`src/rtl/mult_div_unit.sv`:
```
// Iterative HI/LO multiply/divide: 33-cycle MULT/DIV (busy stalls the pipe), single-edge MTHI/MTLO.
// start is only honoured in IDLE; requests made while busy are dropped.
module mult_div_unit #(
   parameter int WIDTH = 32
) (
   input  logic             clock,
   input  logic             reset,
   input  logic             start,
   input  logic [2:0]       op,
   input  logic [WIDTH-1:0] rs_val,
   input  logic [WIDTH-1:0] rt_val,
   output logic             busy,
   output logic             done,
   output logic [WIDTH-1:0] hi,
   output logic [WIDTH-1:0] lo
);
   localparam int CW = $clog2(WIDTH);

   typedef enum logic [1:0] {IDLE, RUN, FIX} state_t;

   state_t             r_state;
   logic [CW-1:0]      r_cnt;
   logic               r_busy, r_done, r_is_div, r_neg_q, r_neg_r, r_dz;
   logic [WIDTH-1:0]   r_hi, r_lo, r_a, r_b, r_rem;
   logic [2*WIDTH-1:0] r_acc;

   logic               w_a_neg, w_b_neg, w_qbit;
   logic [WIDTH-1:0]   w_a_mag, w_b_mag, w_sub, w_quo, w_rmd;
   logic [WIDTH:0]     w_sum, w_shift;
   logic [2*WIDTH-1:0] w_acc_next, w_prod;

   always_comb begin
      // op[0]==0 selects the signed MULT/DIV variants
      w_a_neg    = !op[0] && rs_val[WIDTH-1];
      w_b_neg    = !op[0] && rt_val[WIDTH-1];
      w_a_mag    = w_a_neg ? -rs_val : rs_val;
      w_b_mag    = w_b_neg ? -rt_val : rt_val;
      w_sum      = {1'b0, r_acc[2*WIDTH-1:WIDTH]} + {1'b0, (r_acc[0] ? r_b : {WIDTH{1'b0}})};
      w_acc_next = {w_sum, r_acc[WIDTH-1:1]};
      // Partial remainder is one bit wider than the divisor before the trial subtract
      w_shift    = {r_rem, r_acc[WIDTH-1]};
      w_qbit     = (w_shift >= {1'b0, r_b});
      w_sub      = w_shift[WIDTH-1:0] - r_b;
      w_prod     = r_neg_q ? -r_acc : r_acc;
      w_quo      = r_neg_q ? -r_acc[WIDTH-1:0] : r_acc[WIDTH-1:0];
      w_rmd      = r_neg_r ? -r_rem : r_rem;
   end

   always_ff @(posedge clock) begin
      if (reset) begin
         r_state  <= IDLE;
         r_cnt    <= '0;
         r_busy   <= 1'b0;
         r_done   <= 1'b0;
         r_hi     <= '0;
         r_lo     <= '0;
         r_is_div <= 1'b0;
         r_neg_q  <= 1'b0;
         r_neg_r  <= 1'b0;
         r_dz     <= 1'b0;
         r_a      <= '0;
         r_b      <= '0;
         r_rem    <= '0;
         r_acc    <= '0;
      end else begin
         r_done <= 1'b0;
         case (r_state)
            IDLE: begin
               if (start) begin
                  case (op)
                     3'b000, 3'b001, 3'b010, 3'b011: begin
                        r_is_div <= op[1];
                        r_a      <= w_a_mag;
                        r_b      <= w_b_mag;
                        r_acc    <= {{WIDTH{1'b0}}, w_a_mag};
                        r_rem    <= '0;
                        r_neg_q  <= w_a_neg ^ w_b_neg;
                        r_neg_r  <= w_a_neg;
                        r_dz     <= (rt_val == '0);
                        r_cnt    <= '0;
                        r_busy   <= 1'b1;
                        r_state  <= RUN;
                     end
                     3'b100:  r_hi <= rs_val;
                     3'b101:  r_lo <= rs_val;
                     default: ;
                  endcase
               end
            end
            RUN: begin
               if (r_is_div) begin
                  r_rem              <= w_qbit ? w_sub : w_shift[WIDTH-1:0];
                  r_acc[WIDTH-1:0]   <= {r_acc[WIDTH-2:0], w_qbit};
               end else begin
                  r_acc <= w_acc_next;
               end
               r_cnt <= r_cnt + CW'(1);
               if (r_cnt == CW'(WIDTH-1)) r_state <= FIX;
            end
            FIX: begin
               if (!r_is_div) begin
                  {r_hi, r_lo} <= w_prod;
               end else if (r_dz) begin
                  // Divide by zero returns all-ones quotient and the original dividend
                  r_lo <= '1;
                  r_hi <= r_neg_r ? -r_a : r_a;
               end else begin
                  r_lo <= w_quo;
                  r_hi <= w_rmd;
               end
               r_done  <= 1'b1;
               r_busy  <= 1'b0;
               r_state <= IDLE;
            end
            default: r_state <= IDLE;
         endcase
      end
   end

   assign busy = r_busy;
   assign done = r_done;
   assign hi   = r_hi;
   assign lo   = r_lo;
endmodule

```
`config.mk`:
```
export PLATFORM = sky130hd
export DESIGN_NAME = mult_div_unit
export DESIGN_NICKNAME = d
export VERILOG_FILES = /design/src/rtl/mult_div_unit.sv
export SDC_FILE = /design/constraint.sdc
export NUM_CORES = 1
export LEC_CHECK = 0
export ABC_AREA = 1
export CAP_MARGIN = 20
export CORE_ASPECT_RATIO = 0.8
export CORE_UTILIZATION = 50
export CTS_CLUSTER_SIZE = 12
export DETAILED_ROUTE_END_ITERATION = 8
export PLACE_DENSITY = 0.74
export REMOVE_ABC_BUFFERS = 1
export SLEW_MARGIN = 15
export SYNTH_ARGS = -nofsm -noshare
export SYNTH_HDL_FRONTEND = slang
export SYNTH_SLANG_ARGS = --single-unit
```
`constraint.sdc`:
```
create_clock -name clock -period 7.6 [get_ports clock]
set_input_delay 1.14 -clock clock [delete_from_list [all_inputs] [get_ports clock]]
set_output_delay 1.14 -clock clock [all_outputs]
set_load 0.01 [all_outputs]
```
==> impl_results.md <==
- I/O Buffers: about 140
- Met2 Routed Length: 32600 µm
- Gr ovfl total: 0
- DRT iter0 DRCs: between 4000 and 5000
- Clock power share: a little under two fifths
- Post-synth EDFFs: 0
- Max-cap violations: 0
- Crit share post-route: 46.3%
- Max VDD drop: roughly 190 µV
- CP Data Required Time: ~8.1 ns
- Root Driver: clkbuf_16
- Vias in the first global route: ~21000
- Crit-path cells: inv_2 -> nor2_4 -> inv_2 -> nor2_4 -> buf_4 -> nor2_2 -> buf_4 -> or3_1 -> a21oi_1
- Setup violators final: 0
- Syn avg cell area: a little under 6 µm²
- P&R area growth vs syn: 12.4%
- Asr flop ratio synth: 0%
- Worst slew pin tran: ~1.2 ns
- CP max FO: 34
- Clock insertion delay at the later pin of the skew report: between 0.5 and 0.6 ns
- H-tree Lvls: 1
- DR WL/cell: ~21 µm
- Placed Area: 22100 µm²
- Worst setup startpoint: r_state[0]
- Worst Hold Class: flop to flop
- Min Tclk post-route: roughly 3.5 ns
- Die H: roughly 180 µm
- Longest Clk Path Bufs: 3
- Residual DRC: 0
- Setup TNS: 0 ns
- RSZ-0062 raised after global routing: no
- Final Cell Area: about 23000 µm²
- Core ar.: about 40000 µm²
- Filler cells: 4146
- Slew headroom: a little under a quarter
- Critical Path AT: slightly above 4 ns
- Drt first pass iters: 6
- Element type at the critical path start: flop
- Seq/Total Area, Yosys: 23.1%
- First-pass GRT wire length: roughly 130000 µm
- Tot Pwr: between 3 and 4 mW
- Cts hold-fix bufs: 0
- Setup bufs post-CTS: 0
- Distinct cells, synth: 60
- Diodes inserted: 0
- Switching share of power: between 30% and 40%
- Die X: roughly 230 µm
- DR top layer: met5
- Clk slew on worst S/H paths: 0.07 ns
- Crit path max-delay cell type: nor2_4
- Hold Startpoint: r_cnt[2]
- Num CTS Buffers: 28
- Max incr delay on CP: about 0.73 ns
- Largest net degree at the start of global routing: ~110
- Via count: about 25000
- GR Util All Layers: 40.5%
- Wire length on met1: just under 40000 µm
- CTS sink cnt: 237
- Share of layout cells above drive strength 1: between 5 and 6%
- CP bufs+invs: 4
- Top delay family on crit path: simple AND/OR/NAND/NOR gates
- Routed WL: just under 90000 µm
- Crit Path Category: flop to flop
- Pint: between 2 and 2.5 mW
- DR WL met3: ~14000 µm
- Routed vias/inst: 5.96
- Synth Warn #: 0
- Post-cts resize count: 0
- Psw: roughly 1.3 mW
- Gate power share: 25.9%
- Sequential power share: a little over a third
- Initial antenna violation count: 2
- #FFs+latches synth: around 240
- Worst r2r src: r_state[0]
- Antenna Nets Post-Route: 0
- Cell Area, Synth: between 20000 and 25000 µm²
- Status: finished, final reports clean
- NumNets Final: ~3700
- Die ar.: 41800 µm²
- Detailed Place HPWL: approximately 69000 µm
- Post-synthesis cell count: 3521
- Leakage: about 11 nW
- Final hold violations: 0
- Starting Density: roughly half
- Ys flop type: dfxtp_1
- Final clock skew: around 0.018 ns
- Pins Over Slew Limit: 0
- CTS tree: built
- PD cells: around 160 nW/µm²
- I/O pins: about 140
- # rows: between 60 and 70
- Fmax: 284 MHz
- Routability cong.: ~1.1
- Crit. End Element: flop
-- area by class of cell --
cell class,count,area [µm²],area share (%)
Multi-Input combinational cell,2732,13600,58.9
Sequential cell,237,4750,20.6
Inverter,418,1570,6.81
Timing Repair Buffer,160,1530,6.65
Clock buffer,40,817,3.54
Tap cell,536,671,2.91
Clock inverter,10,141,0.613
-- routing by layer --
metal	GRT usage (%)	vias up
li1	-	11699
met1	61.8	11127
met2	53.4	1660
met3	13.5	128
met4	8.35	4
met5	0	-
-- flip-flops by register name, indices dropped and copies added, names as in the netlist, 2 cells and up --
register  flops
hi           32
lo           32
r_a          32
r_acc        64
r_b          32
r_cnt         5
r_rem        32
r_state       2
-- cell usage in the layout (no fill, tap or decap), drive strengths merged, types with 26 or more instances in the layout --
cell type,n
nand2,897
nor2,485
inv,415
nand3,344
o21ai,322
a21oi,282
dfxtp,237
clkdlybuf4s50,134
ha,71
nor3,54
xor2,44
clkbuf,40
nand4,35
a31oi,31
buf,26
-- final timing paths --
kind,endpoint,slack (ns),cells past startpoint
setup / recovery,r_acc[37],4.08,9
hold / removal,r_cnt[2],0.47,2
setup reg to reg,r_acc[37],4.08,9
hold reg to reg,r_cnt[2],0.47,2
-- worst register-to-register path: stages, from the launching register on --
cell and delay, ns:
dfxtp_1 0.47, inv_2 0.10, nor2_4 0.33, inv_2 0.44, nor2_4 0.75, buf_4 0.44
nor2_2 0.11, buf_4 0.28, or3_1 0.41, a21oi_1 0.12
-- power groups by stage --
stage	clock network, mW	registers, mW	logic, mW
after floorplan	0	1.38	0.575
after global placement	0	1.38	0.926
after detailed placement	0	1.38	0.925
after CTS	1.44	1.35	0.930
after global routing	1.49	1.36	1.05
final	1.45	1.36	0.979
-- kinds of logic (layout without fill, tap and decap cells) --
kind of cell / after synthesis / after routing / synth area share (%)
xor gates and xnor gates: 68 / 68 / 2.90
DFF: 237 / 237 / 23.1
AOI/OAI and AO/OA: 739 / 739 / 20.1
adders and majority gates: 73 / 73 / 4.53
buffers and inverters: 552 / 628 / 10.7
and+or+nand+nor: 1852 / 1852 / 38.6
-- synth_stat cells (all sizes together), types with 8 or more instances --
| cell type | instances | area (µm²) |
|---|---|---|
| nand3 | 344 | 1770 |
| ha | 71 | 888 |
| o221ai | 11 | 96.3 |
| nor3 | 54 | 275 |
| nand4 | 35 | 219 |
| o22ai | 13 | 81.3 |
| nor2 | 485 | 1960 |
| xnor2 | 24 | 210 |
| o21a | 8 | 60.1 |
| nand3b | 12 | 90.1 |
| nand2 | 897 | 3450 |
| xor2 | 44 | 385 |
| a22oi | 21 | 158 |
| o211ai | 9 | 67.6 |
| a31oi | 31 | 194 |
| o21ai | 322 | 1670 |
| o21bai | 9 | 67.6 |
| buf | 52 | 324 |
| a21oi | 282 | 1460 |
| clkbuf | 82 | 308 |
| dfxtp | 237 | 4740 |
| inv | 414 | 1550 |
-- per-stage QoR --
step           cells  hold slack (ns)  utilization [%]  worst slack [ns]
5_1_grt         4133            0.497             57.7              4.01
6_report        4133            0.471             57.7              4.08
4_1_cts         4133            0.472             57.7              4.27
2_1_floorplan   3387            0.437                -              3.79
3_3_place_gp    4083            0.456             55.3              3.87
3_5_place_dp    4083            0.461             55.3              3.86
(Power assumes the default switching activity.)
